$ cat config.mk
export PLATFORM = sky130hd
export DESIGN_NAME = spi_slave_if_flat
export DESIGN_NICKNAME = d
export VERILOG_FILES = /design/src/rtl/spi_pkg.sv /design/src/rtl/spi_slave_if_if.sv /design/src/rtl/spi_sync_edge.sv /design/src/rtl/spi_slave_if.sv /design/src/flat_wrapper.sv
export SDC_FILE = /design/constraint.sdc
export NUM_CORES = 1
export LEC_CHECK = 0
export ABC_AREA = 0
export CAP_MARGIN = 40
export CELL_PAD_IN_SITES_DETAIL_PLACEMENT = 1
export CELL_PAD_IN_SITES_GLOBAL_PLACEMENT = 1
export CORE_MARGIN = 2
export CORE_UTILIZATION = 44
export CTS_CLUSTER_DIAMETER = 100
export DETAILED_ROUTE_END_ITERATION = 16
export MAX_ROUTING_LAYER = met4
export PLACE_DENSITY_LB_ADDON = 0.08
export SLEW_MARGIN = 40
export SYNTH_ARGS = -nofsm -noshare
export SYNTH_HDL_FRONTEND = slang
export SYNTH_SLANG_ARGS = --single-unit
$ cat constraint.sdc
create_clock -name clk -period 5.9 [get_ports clk]
set_clock_uncertainty 0.2 [all_clocks]
set_input_delay 1.77 -clock clk [delete_from_list [all_inputs] [get_ports clk]]
set_output_delay 1.77 -clock clk [all_outputs]
set_load 0.01 [all_outputs]
$ cat src/rtl/spi_pkg.sv
// Shared types and defaults for the SPI target endpoint.
package spi_pkg;

    localparam int DEF_DATA_W = 8;

    // Only SPI mode 0 is supported: SCLK idles low, data sampled on the rising edge.
    localparam bit SPI_MODE0_CPOL = 1'b0;
    localparam bit SPI_MODE0_CPHA = 1'b0;

    typedef enum logic [1:0] {
        WAIT_HI = 2'd0,
        IDLE    = 2'd1,
        ACTIVE  = 2'd2
    } state_t;

endpackage

$ cat src/rtl/spi_slave_if_if.sv
// Parallel-side handshake bundle of the SPI target: TX holding buffer in, RX words out.
interface spi_slave_if_if #(
    parameter int DATA_W = 8
) ();

    logic [DATA_W-1:0] tx_data;
    logic              tx_valid;
    logic              tx_ready;
    logic              tx_underrun;
    logic [DATA_W-1:0] rx_data;
    logic              rx_valid;
    logic              frame_err;
    logic              busy;

    modport slave (
        input  tx_data, tx_valid,
        output tx_ready, tx_underrun, rx_data, rx_valid, frame_err, busy
    );

    modport master (
        output tx_data, tx_valid,
        input  tx_ready, tx_underrun, rx_data, rx_valid, frame_err, busy
    );

endinterface

$ cat src/rtl/spi_sync_edge.sv
// Multi-flop synchronizer for one asynchronous pad plus registered edge detection.
module spi_sync_edge #(
    parameter int SYNC_STAGES = 2
) (
    input  logic clk,
    input  logic rst,
    input  logic raw,
    output logic level,
    output logic rise,
    output logic fall
);

    logic [SYNC_STAGES-1:0] sync_p0;
    logic                   lvl_p1;
    logic                   rise_p1;
    logic                   fall_p1;

    always_ff @(posedge clk) begin
        if (rst) begin
            sync_p0 <= '0;
            lvl_p1  <= 1'b0;
            rise_p1 <= 1'b0;
            fall_p1 <= 1'b0;
        end else begin
            sync_p0 <= {sync_p0[SYNC_STAGES-2:0], raw};
            // ---- stage p1: level and its edges stay cycle-aligned ----
            lvl_p1  <= sync_p0[SYNC_STAGES-1];
            rise_p1 <= sync_p0[SYNC_STAGES-1] & ~lvl_p1;
            fall_p1 <= ~sync_p0[SYNC_STAGES-1] & lvl_p1;
        end
    end

    assign level = lvl_p1;
    assign rise  = rise_p1;
    assign fall  = fall_p1;

endmodule

$ cat src/rtl/spi_slave_if.sv
// SPI mode-0 target: synchronized pads, frame FSM, RX/TX shifters and a 1-entry TX holding buffer.
module spi_slave_if
    import spi_pkg::*;
#(
    parameter int DATA_W      = DEF_DATA_W,
    parameter int SYNC_STAGES = 2
) (
    input  logic               clk,
    input  logic               rst,
    spi_slave_if_if.slave      bus,
    input  logic               SPI_sclk,
    input  logic               SPI_csn,
    input  logic               SPI_mosi,
    output logic               SPI_miso,
    output logic               SPI_miso_oe
);

    localparam int CNT_W = $clog2(DATA_W);

    logic sclk_lvl, sclk_rise, sclk_fall;
    logic csn_lvl, csn_rise, csn_fall;
    logic mosi_lvl, unused_mosi_rise, unused_mosi_fall;

    spi_sync_edge #(.SYNC_STAGES(SYNC_STAGES)) u_sclk (
        .clk(clk), .rst(rst), .raw(SPI_sclk),
        .level(sclk_lvl), .rise(sclk_rise), .fall(sclk_fall)
    );

    spi_sync_edge #(.SYNC_STAGES(SYNC_STAGES)) u_csn (
        .clk(clk), .rst(rst), .raw(SPI_csn),
        .level(csn_lvl), .rise(csn_rise), .fall(csn_fall)
    );

    spi_sync_edge #(.SYNC_STAGES(SYNC_STAGES)) u_mosi (
        .clk(clk), .rst(rst), .raw(SPI_mosi),
        .level(mosi_lvl), .rise(unused_mosi_rise), .fall(unused_mosi_fall)
    );

    state_t              state;
    logic [CNT_W-1:0]    bit_cnt;
    logic [DATA_W-2:0]   rx_sh;
    logic [DATA_W-2:0]   tx_sh;
    logic [DATA_W-1:0]   buf_data;
    logic                buf_full;
    logic [DATA_W-1:0]   rx_data;
    logic                rx_valid;
    logic                tx_underrun;
    logic                frame_err;
    logic                miso;
    logic                miso_oe;

    logic                in_frame;
    logic                load_evt;
    logic                tx_ready;
    logic                bypass;
    logic                store;
    logic                empty_load;
    logic [DATA_W-1:0]   load_word;

    // A CSN rise in the same cycle as an SCLK edge ends the frame; the edge is ignored.
    assign in_frame = (state == ACTIVE) && !csn_rise;
    assign load_evt = ((state == IDLE) && csn_fall)
                    || (in_frame && sclk_fall && (bit_cnt == '0));
    // The buffer slot frees up in the same cycle a load drains it.
    assign tx_ready = ~buf_full | load_evt;
    assign bypass   = load_evt & ~buf_full & bus.tx_valid;
    assign store    = bus.tx_valid & tx_ready & ~bypass;

    always_comb begin
        load_word  = '0;
        empty_load = 1'b0;
        if (buf_full) begin
            load_word = buf_data;
        end else if (bus.tx_valid) begin
            load_word = bus.tx_data;
        end else begin
            empty_load = 1'b1;
        end
    end

    always_ff @(posedge clk) begin
        if (rst) begin
            state       <= WAIT_HI;
            bit_cnt     <= '0;
            rx_sh       <= '0;
            tx_sh       <= '0;
            buf_data    <= '0;
            buf_full    <= 1'b0;
            rx_data     <= '0;
            rx_valid    <= 1'b0;
            tx_underrun <= 1'b0;
            frame_err   <= 1'b0;
            miso        <= 1'b0;
            miso_oe     <= 1'b0;
        end else begin
            rx_valid    <= 1'b0;
            tx_underrun <= 1'b0;
            frame_err   <= 1'b0;
            // MISO stays tri-stated until a clean CSN-high has been seen after reset.
            miso_oe     <= ~csn_lvl && (state != WAIT_HI);

            if (store) begin
                buf_data <= bus.tx_data;
                buf_full <= 1'b1;
            end else if (load_evt && buf_full) begin
                buf_full <= 1'b0;
            end

            if (load_evt) begin
                tx_sh       <= load_word[DATA_W-2:0];
                miso        <= load_word[DATA_W-1];
                tx_underrun <= empty_load;
            end else if (in_frame && sclk_fall) begin
                tx_sh <= {tx_sh[DATA_W-3:0], 1'b0};
                miso  <= tx_sh[DATA_W-2];
            end

            case (state)
                WAIT_HI: begin
                    if (csn_lvl) state <= IDLE;
                end
                IDLE: begin
                    if (csn_fall) begin
                        state   <= ACTIVE;
                        bit_cnt <= '0;
                    end
                end
                ACTIVE: begin
                    if (csn_rise) begin
                        state     <= IDLE;
                        bit_cnt   <= '0;
                        frame_err <= (bit_cnt != '0);
                    end else if (sclk_rise) begin
                        rx_sh <= {rx_sh[DATA_W-3:0], mosi_lvl};
                        if (bit_cnt == CNT_W'(DATA_W-1)) begin
                            rx_data  <= {rx_sh, mosi_lvl};
                            rx_valid <= 1'b1;
                            bit_cnt  <= '0;
                        end else begin
                            bit_cnt <= bit_cnt + 1'b1;
                        end
                    end
                end
                default: state <= WAIT_HI;
            endcase
        end
    end

    assign bus.tx_ready    = tx_ready;
    assign bus.tx_underrun = tx_underrun;
    assign bus.rx_data     = rx_data;
    assign bus.rx_valid    = rx_valid;
    assign bus.frame_err   = frame_err;
    assign bus.busy        = (state == ACTIVE);
    assign SPI_miso        = miso;
    assign SPI_miso_oe     = miso_oe;

endmodule

$ cat src/flat_wrapper.sv
// flat-port wrapper written by rule: the top's interface ports become plain ports
module spi_slave_if_flat import spi_pkg::*;
#(
    parameter int DATA_W      = DEF_DATA_W,
    parameter int SYNC_STAGES = 2
)
  (clk, rst, SPI_sclk, SPI_csn, SPI_mosi, SPI_miso, SPI_miso_oe, bus_tx_data, bus_tx_valid, bus_tx_ready, bus_tx_underrun, bus_rx_data, bus_rx_valid, bus_frame_err, bus_busy);
  spi_slave_if_if #(.DATA_W(DATA_W)) bus_i ();
  input  logic clk;
  input  logic rst;
  input  logic SPI_sclk;
  input  logic SPI_csn;
  input  logic SPI_mosi;
  output logic SPI_miso;
  output logic SPI_miso_oe;
  input wire logic [$bits(bus_i.tx_data)-1:0] bus_tx_data;
  input wire logic [$bits(bus_i.tx_valid)-1:0] bus_tx_valid;
  output wire logic [$bits(bus_i.tx_ready)-1:0] bus_tx_ready;
  output wire logic [$bits(bus_i.tx_underrun)-1:0] bus_tx_underrun;
  output wire logic [$bits(bus_i.rx_data)-1:0] bus_rx_data;
  output wire logic [$bits(bus_i.rx_valid)-1:0] bus_rx_valid;
  output wire logic [$bits(bus_i.frame_err)-1:0] bus_frame_err;
  output wire logic [$bits(bus_i.busy)-1:0] bus_busy;
  assign bus_i.tx_data = bus_tx_data;
  assign bus_i.tx_valid = bus_tx_valid;
  assign bus_tx_ready = bus_i.tx_ready;
  assign bus_tx_underrun = bus_i.tx_underrun;
  assign bus_rx_data = bus_i.rx_data;
  assign bus_rx_valid = bus_i.rx_valid;
  assign bus_frame_err = bus_i.frame_err;
  assign bus_busy = bus_i.busy;
  spi_slave_if #(.DATA_W(DATA_W), .SYNC_STAGES(SYNC_STAGES)) u_core (.clk(clk), .rst(rst), .bus(bus_i), .SPI_sclk(SPI_sclk), .SPI_csn(SPI_csn), .SPI_mosi(SPI_mosi), .SPI_miso(SPI_miso), .SPI_miso_oe(SPI_miso_oe));
endmodule
==> flow_summary.json, run 1 <==
{
  "track_usage": 0.194,
  "viasPerCell": 5.13,
  "regArea_sq_um": 1080,
  "hp-start": "u_core.u_sclk.level$_SDFF_PP0_",
  "synth_top_family_by_area": "simple AND/OR/NAND/NOR gates",
  "cts_sinks": 54,
  "rsz0062_at_grt": "no",
  "clkTransAtPathRegs_ns": 0.10,
  "cts_resized": 0,
  "synthXorXnorAreaFrac": 0,
  "cts_setup_buffers": 0,
  "worstMarginPinSlew_ns": 0.720,
  "grt-ovfl-total": 0,
  "dr_total_vias": 1693,
  "drtIter0Drc": 74,
  "start_util": 0.458,
  "hold_path_class": "reg -> reg",
  "ys_types": 32,
  "arrival_ns": 2.25,
  "ant_nets": 0,
  "hold_violations": 0,
  "ys_seq_elements": 54,
  "r2r-end": "u_core.buf_data[7]$_SDFFE_PP0P_",
  "synth_compound_area_frac": 0.126,
  "wl_um": 4590,
  "hold_path_depth": 1,
  "gp_congestion": 0.742,
  "cts_made_buffers": 5,
  "hpwl_um": 3050,
  "max_stage_delay_ns": 0.53,
  "vdd_drop_max_mv": 0.136,
  "hold_buffers": 0,
  "yosys_warnings": 0,
  "die_w_um": 74.1,
  "drv_cap": 0,
  "placed_cells": 322,
  "outcome": "finished, final reports clean",
  "min_to": "u_core.u_sclk.rise$_SDFF_PP0_",
  "synth_nets": 258,
  "worstSkewPairLatency_ns": 0.31,
  "end_kind": "output port",
  "postSynthAreaPerCell_sq_um": 8.97,
  "ys_seq_area_frac": 0.500,
  "crit_path_frequent_cell": "nand2_1",
  "leakage_nw": 0.915,
  "grt_pass1_vias": 1555,
  "maxSlewViolCount": 0,
  "grt_pass1_wl_um": 7820,
  "p_per_area_nw_per_um2": 248,
  "path_class": "reg -> out",
  "min_period_ns": 4.22,
  "final_cell_mix": "dfxtp_1, nand2_1, clkdlybuf4s50_1, nand2b_1, a21oi_1",
  "crit_slowest_cell": "clkdlybuf4s50_1",
  "die-area_sq_um": 5490,
  "drive_gt1_frac": 0.0494,
  "wl_per_cell_um": 13.9,
  "fmax_mhz": 237,
  "root_buffer": "clkbuf_8",
  "max_slew_margin": 0.510,
  "htreeDepth": 2,
  "layout.nets": 279,
  "required_ns": 3.93,
  "synth_fa_ha_area_frac": 0.0220,
  "post-route-period-util": 0.715,
  "final_common_cell": "dfxtp_1",
  "antenna_found_initial": 0,
  "cp-start-kind": "flip-flop",
  "coreArea_sq_um": 4720,
  "synthSimpleGateAreaFrac": 0.262,
  "port_buffers": 28,
  "multi_input_area_sq_um": 990,
  "fill_cells": 547,
  "clockBufferDepth": 2,
  "ff2ff_path_depth": 6,
  "syn_inst": 241,
  "rows": 25,
  "die_h_um": 74.1,
  "fin_tns_setup_ns": 0,
  "syn_area_sq_um": 2160,
  "grt_max_degree": 62,
  "muxShareOfSynthArea": 0.0480,
  "dr.pass1.iters": 4,
  "num_antenna_cells": 0,
  "crit_path_cell_trace": "nand3b_1 -> o31ai_1 -> buf_4 -> nand2_1 -> nand2_1 -> clkdlybuf4s50_1",
  "post-route-drc-count": 0,
  "fin_cells": 330,
  "rrSetupSlack_ns": 3.23,
  "critPathMaxFanout": 16,
  "ioPinCount": 29,
  "final-setup-viol-count": 0,
  "cts_tree": "built",
  "reg2reg_from": "u_core.bit_cnt[0]$_SDFFE_PP0P_",
  "syn_to_final_growth_pct": 19.0
}
## registers in the layout, indices dropped and copies added, names as in the netlist, 2 cells and up
signal,cells
u_core.buf_data,8
u_core.state,2
u_core.bit_cnt,3
u_core.rx_sh,7
u_core.u_csn.sync_p0,2
u_core.bus.rx_data,8
u_core.u_sclk.sync_p0,2
u_core.u_mosi.sync_p0,2
u_core.tx_sh,7
## kinds of logic after synthesis
family,after synthesis
and+or+nand+nor,109
DFF,54
AOI/OAI and AO/OA,40
buffers and inverters,24
muxes,10
adders and majority gates,4
## critical path, delay by kind of cell (launching register included)
| family | cells | cell delay [ns] |
|---|---|---|
| compound gates | 1 | 0.18 |
| buf+inv | 2 | 0.78 |
| flops | 1 | 0.36 |
| simple gates | 3 | 0.62 |
## where the power goes
part / internal (mW) / switching, mW
clock: 0.0969 / 0.127
sequential: 0.372 / 0.00589
combinational: 0.0186 / 0.0163
## synth_stat cells
master,instances,share of area
mux2i_1,9,0.042
a2111oi_0,1,0.0041
nand3b_1,2,0.0069
a21oi_1,19,0.044
mux2i_2,1,0.0064
maj3_1,1,0.0046
dfxtp_1,54,0.50
nor2b_1,11,0.032
buf_2,1,0.0023
inv_1,9,0.016
nand2_1,31,0.054
or2b_1,1,0.0035
a31oi_1,7,0.020
and4b_1,1,0.0046
a22oi_1,1,0.0035
a2bb2oi_1,1,0.0041
buf_1,1,0.0017
o31ai_1,1,0.0035
nand2b_1,19,0.055
nor4_1,1,0.0029
o41ai_4,1,0.013
nand3_1,15,0.035
o21a_1,1,0.0035
a311oi_1,7,0.028
clkbuf_1,13,0.023
nor3b_1,4,0.014
and4bb_2,1,0.0058
nor3_1,1,0.0023
o21ai_0,1,0.0023
ha_1,3,0.017
nor2_1,15,0.026
and3_1,7,0.020
## worst max-delay path by stage
stage	from	end	slack (ns)
CTS	u_core.state[0]$_SDFFE_PP0P_	bus_tx_ready	1.66
floorplan	u_core.state[0]$_SDFFE_PP0P_	bus_tx_ready	2.40
detailed placement	bus_tx_valid	u_core.buf_data[6]$_SDFFE_PP0P_	1.86
finish	u_core.state[1]$_SDFFE_PP0P_	bus_tx_ready	1.68
global route	u_core.state[1]$_SDFFE_PP0P_	bus_tx_ready	1.44
global placement	bus_tx_valid	u_core.buf_data[5]$_SDFFE_PP0P_	1.95
## per-layer routing
layer / global-route usage / wire length (um) / up-vias
li1: - / - / 861
met1: 0.267 / 2290 / 795
met2: 0.277 / 2080 / 30
met3: 0.0447 / 153 / 7
met4: 0.0727 / 70 / 0
met5: - / 0 / -
## area by class of cell
class	instances	area share
Clock buffer	6	0.0321
Clock inverter	2	0.00632
Sequential cell	54	0.420
Timing Repair Buffer	29	0.111
Inverter	9	0.0131
Tap cell	67	0.0326
Multi-Input combinational cell	163	0.385
## through the flow
| stage | power, mW | cell area [sq um] | setup WS (ns) | hold slack, ns | utilization |
|---|---|---|---|---|---|
| CTS | 0.644 | 2570 | 1.66 | 0.215 | 0.545 |
| global route | 0.663 | 2570 | 1.44 | 0.233 | 0.545 |
| floorplan | 0.406 | 2160 | 2.40 | 0.183 | - |
| finish | 0.637 | 2570 | 1.68 | 0.217 | 0.545 |
| detailed placement | 0.421 | 2470 | 1.86 | 0.206 | 0.524 |
| global placement | 0.421 | 2470 | 1.95 | 0.192 | 0.523 |
(Power assumes the default switching activity.)
==> run 2, diff against run 1 <==
CORE_UTILIZATION = 37   (was 44)
clock period = 3.6 ns   (was 5.9 ns; I/O delays follow)
==> flow_summary.json, run 2 (synthesis results as in run 1) <==
{
  "fmax_mhz": 292,
  "track_usage": 0.163,
  "viasPerCell": 4.96,
  "cts_tree": "built",
  "final_cell_mix": "dfxtp_1, nand2_1, clkdlybuf4s50_1, nand2b_1, a21oi_1",
  "antenna_found_initial": 0,
  "critPathMaxFanout": 8,
  "max_stage_delay_ns": 0.53,
  "start_util": 0.388,
  "cts_resized": 0,
  "hold_path_class": "reg -> reg",
  "cts_sinks": 54,
  "grt_max_degree": 50,
  "grt_pass1_wl_um": 7880,
  "clockBufferDepth": 2,
  "fin_tns_setup_ns": 0,
  "final-setup-viol-count": 0,
  "die-area_sq_um": 6470,
  "cts_setup_buffers": 0,
  "dr_total_vias": 1686,
  "wl_per_cell_um": 13.5,
  "largestRegisters": "u_core.buf_data x8, u_core.bus.rx_data x8",
  "layout.nets": 284,
  "required_ns": 2.32,
  "rrSetupSlack_ns": 1.17,
  "gp_congestion": 0.710,
  "crit_path_cell_trace": "nand3b_1 -> nand2_1 -> nand2_1 -> nand2_1 -> clkdlybuf4s50_1",
  "hold_buffers": 0,
  "max_slew_margin": 0.513,
  "rsz0062_at_grt": "no",
  "cp-start-kind": "flip-flop",
  "post-route-drc-count": 0,
  "worstMarginPinSlew_ns": 0.727,
  "htreeDepth": 2,
  "grt-ovfl-total": 0,
  "ant_nets": 0,
  "num_antenna_cells": 0,
  "syn_to_final_growth_pct": 20.9,
  "outcome": "finished, final reports clean",
  "post-route-period-util": 0.951,
  "cts_made_buffers": 5,
  "vdd_drop_max_mv": 0.209,
  "dr.pass1.iters": 4,
  "clkTransAtPathRegs_ns": 0.10,
  "hpwl_um": 3230,
  "rows": 27,
  "coreArea_sq_um": 5570,
  "crit_path_frequent_cell": "nand2_1",
  "hold-worst-slack_ns": 0.216,
  "crit_slowest_cell": "clkdlybuf4s50_1",
  "die_w_um": 80.4,
  "ioPinCount": 29,
  "wl_um": 4600,
  "end_kind": "output port",
  "worstSkewPairLatency_ns": 0.31,
  "hold_violations": 0,
  "min_period_ns": 3.42,
  "path_class": "reg -> out",
  "drive_gt1_frac": 0.0672,
  "drtIter0Drc": 62,
  "leakage_nw": 0.942,
  "port_buffers": 28,
  "fill_cells": 655,
  "p_per_area_nw_per_um2": 400,
  "die_h_um": 80.4,
  "root_buffer": "clkbuf_8",
  "drv_cap": 0,
  "arrival_ns": 2.14,
  "final_common_cell": "dfxtp_1",
  "grt_pass1_vias": 1613,
  "total_power_mw": 1.04,
  "maxSlewViolCount": 0
}
[run 2: cell count changes in the layout (fill, tap and decap cells not counted)]
cell        previous run  this run
clkinvlp_4             1         0
inv_8                  0         1
clkbuf_8               6         5
buf_4                  2         7
clkinv_4               0         1
[run 2: through the flow]
stage	cells	utilization	instance area (sq um)	setup WS (ns)
floorplan	241	-	2160	0.788
global placement	332	0.451	2510	0.594
detailed placement	332	0.451	2510	0.544
CTS	340	0.469	2610	0.166
global route	340	0.469	2620	0.00195
finish	340	0.469	2620	0.176
[run 2: layer usage]
metal / part of all wire / GRT usage / wire [um]
met1: 0.55 / 0.233 / 2530
met2: 0.42 / 0.221 / 1920
met3: 0.020 / 0.0404 / 93
met4: 0.011 / 0.0610 / 51
met5: 0 / - / 0
[run 2: final cells by class]
type	instances	area, sq um	area share
Clock buffer	5	68.8	0.0263
Clock inverter	3	28.8	0.0110
Inverter	9	33.8	0.0129
Multi-Input combinational cell	163	990	0.378
Sequential cell	54	1080	0.413
Tap cell	72	90.1	0.0344
Timing Repair Buffer	34	323	0.123
[run 2: critical path: cells and delay by family (launching register included)]
| family | cells | cell delay, ns |
|---|---|---|
| AND/OR/NAND/NOR | 4 | 0.87 |
| buffers and inverters | 1 | 0.53 |
| flip-flops | 1 | 0.44 |
[run 2: worst paths after layout]
kind | to | cells past startpoint | from
worst min-delay path | u_core.u_sclk.fall$_SDFF_PP0_ | 1 | u_core.u_sclk.sync_p0[1]$_SDFF_PP0_
worst max register to register | u_core.buf_data[5]$_SDFFE_PP0P_ | 8 | u_core.bit_cnt[0]$_SDFFE_PP0P_
worst max-delay path | bus_tx_ready | 5 | u_core.state[0]$_SDFFE_PP0P_
worst min register to register | u_core.u_sclk.fall$_SDFF_PP0_ | 1 | u_core.u_sclk.sync_p0[1]$_SDFF_PP0_
[run 2: where the power goes]
| part | internal (mW) | switching, mW | leakage, nW |
|---|---|---|---|
| combinational | 0.0329 | 0.0276 | 0.454 |
| sequential | 0.609 | 0.00972 | 0.438 |
| clock | 0.146 | 0.219 | 0.0506 |
| total | 0.788 | 0.257 | 0.942 |
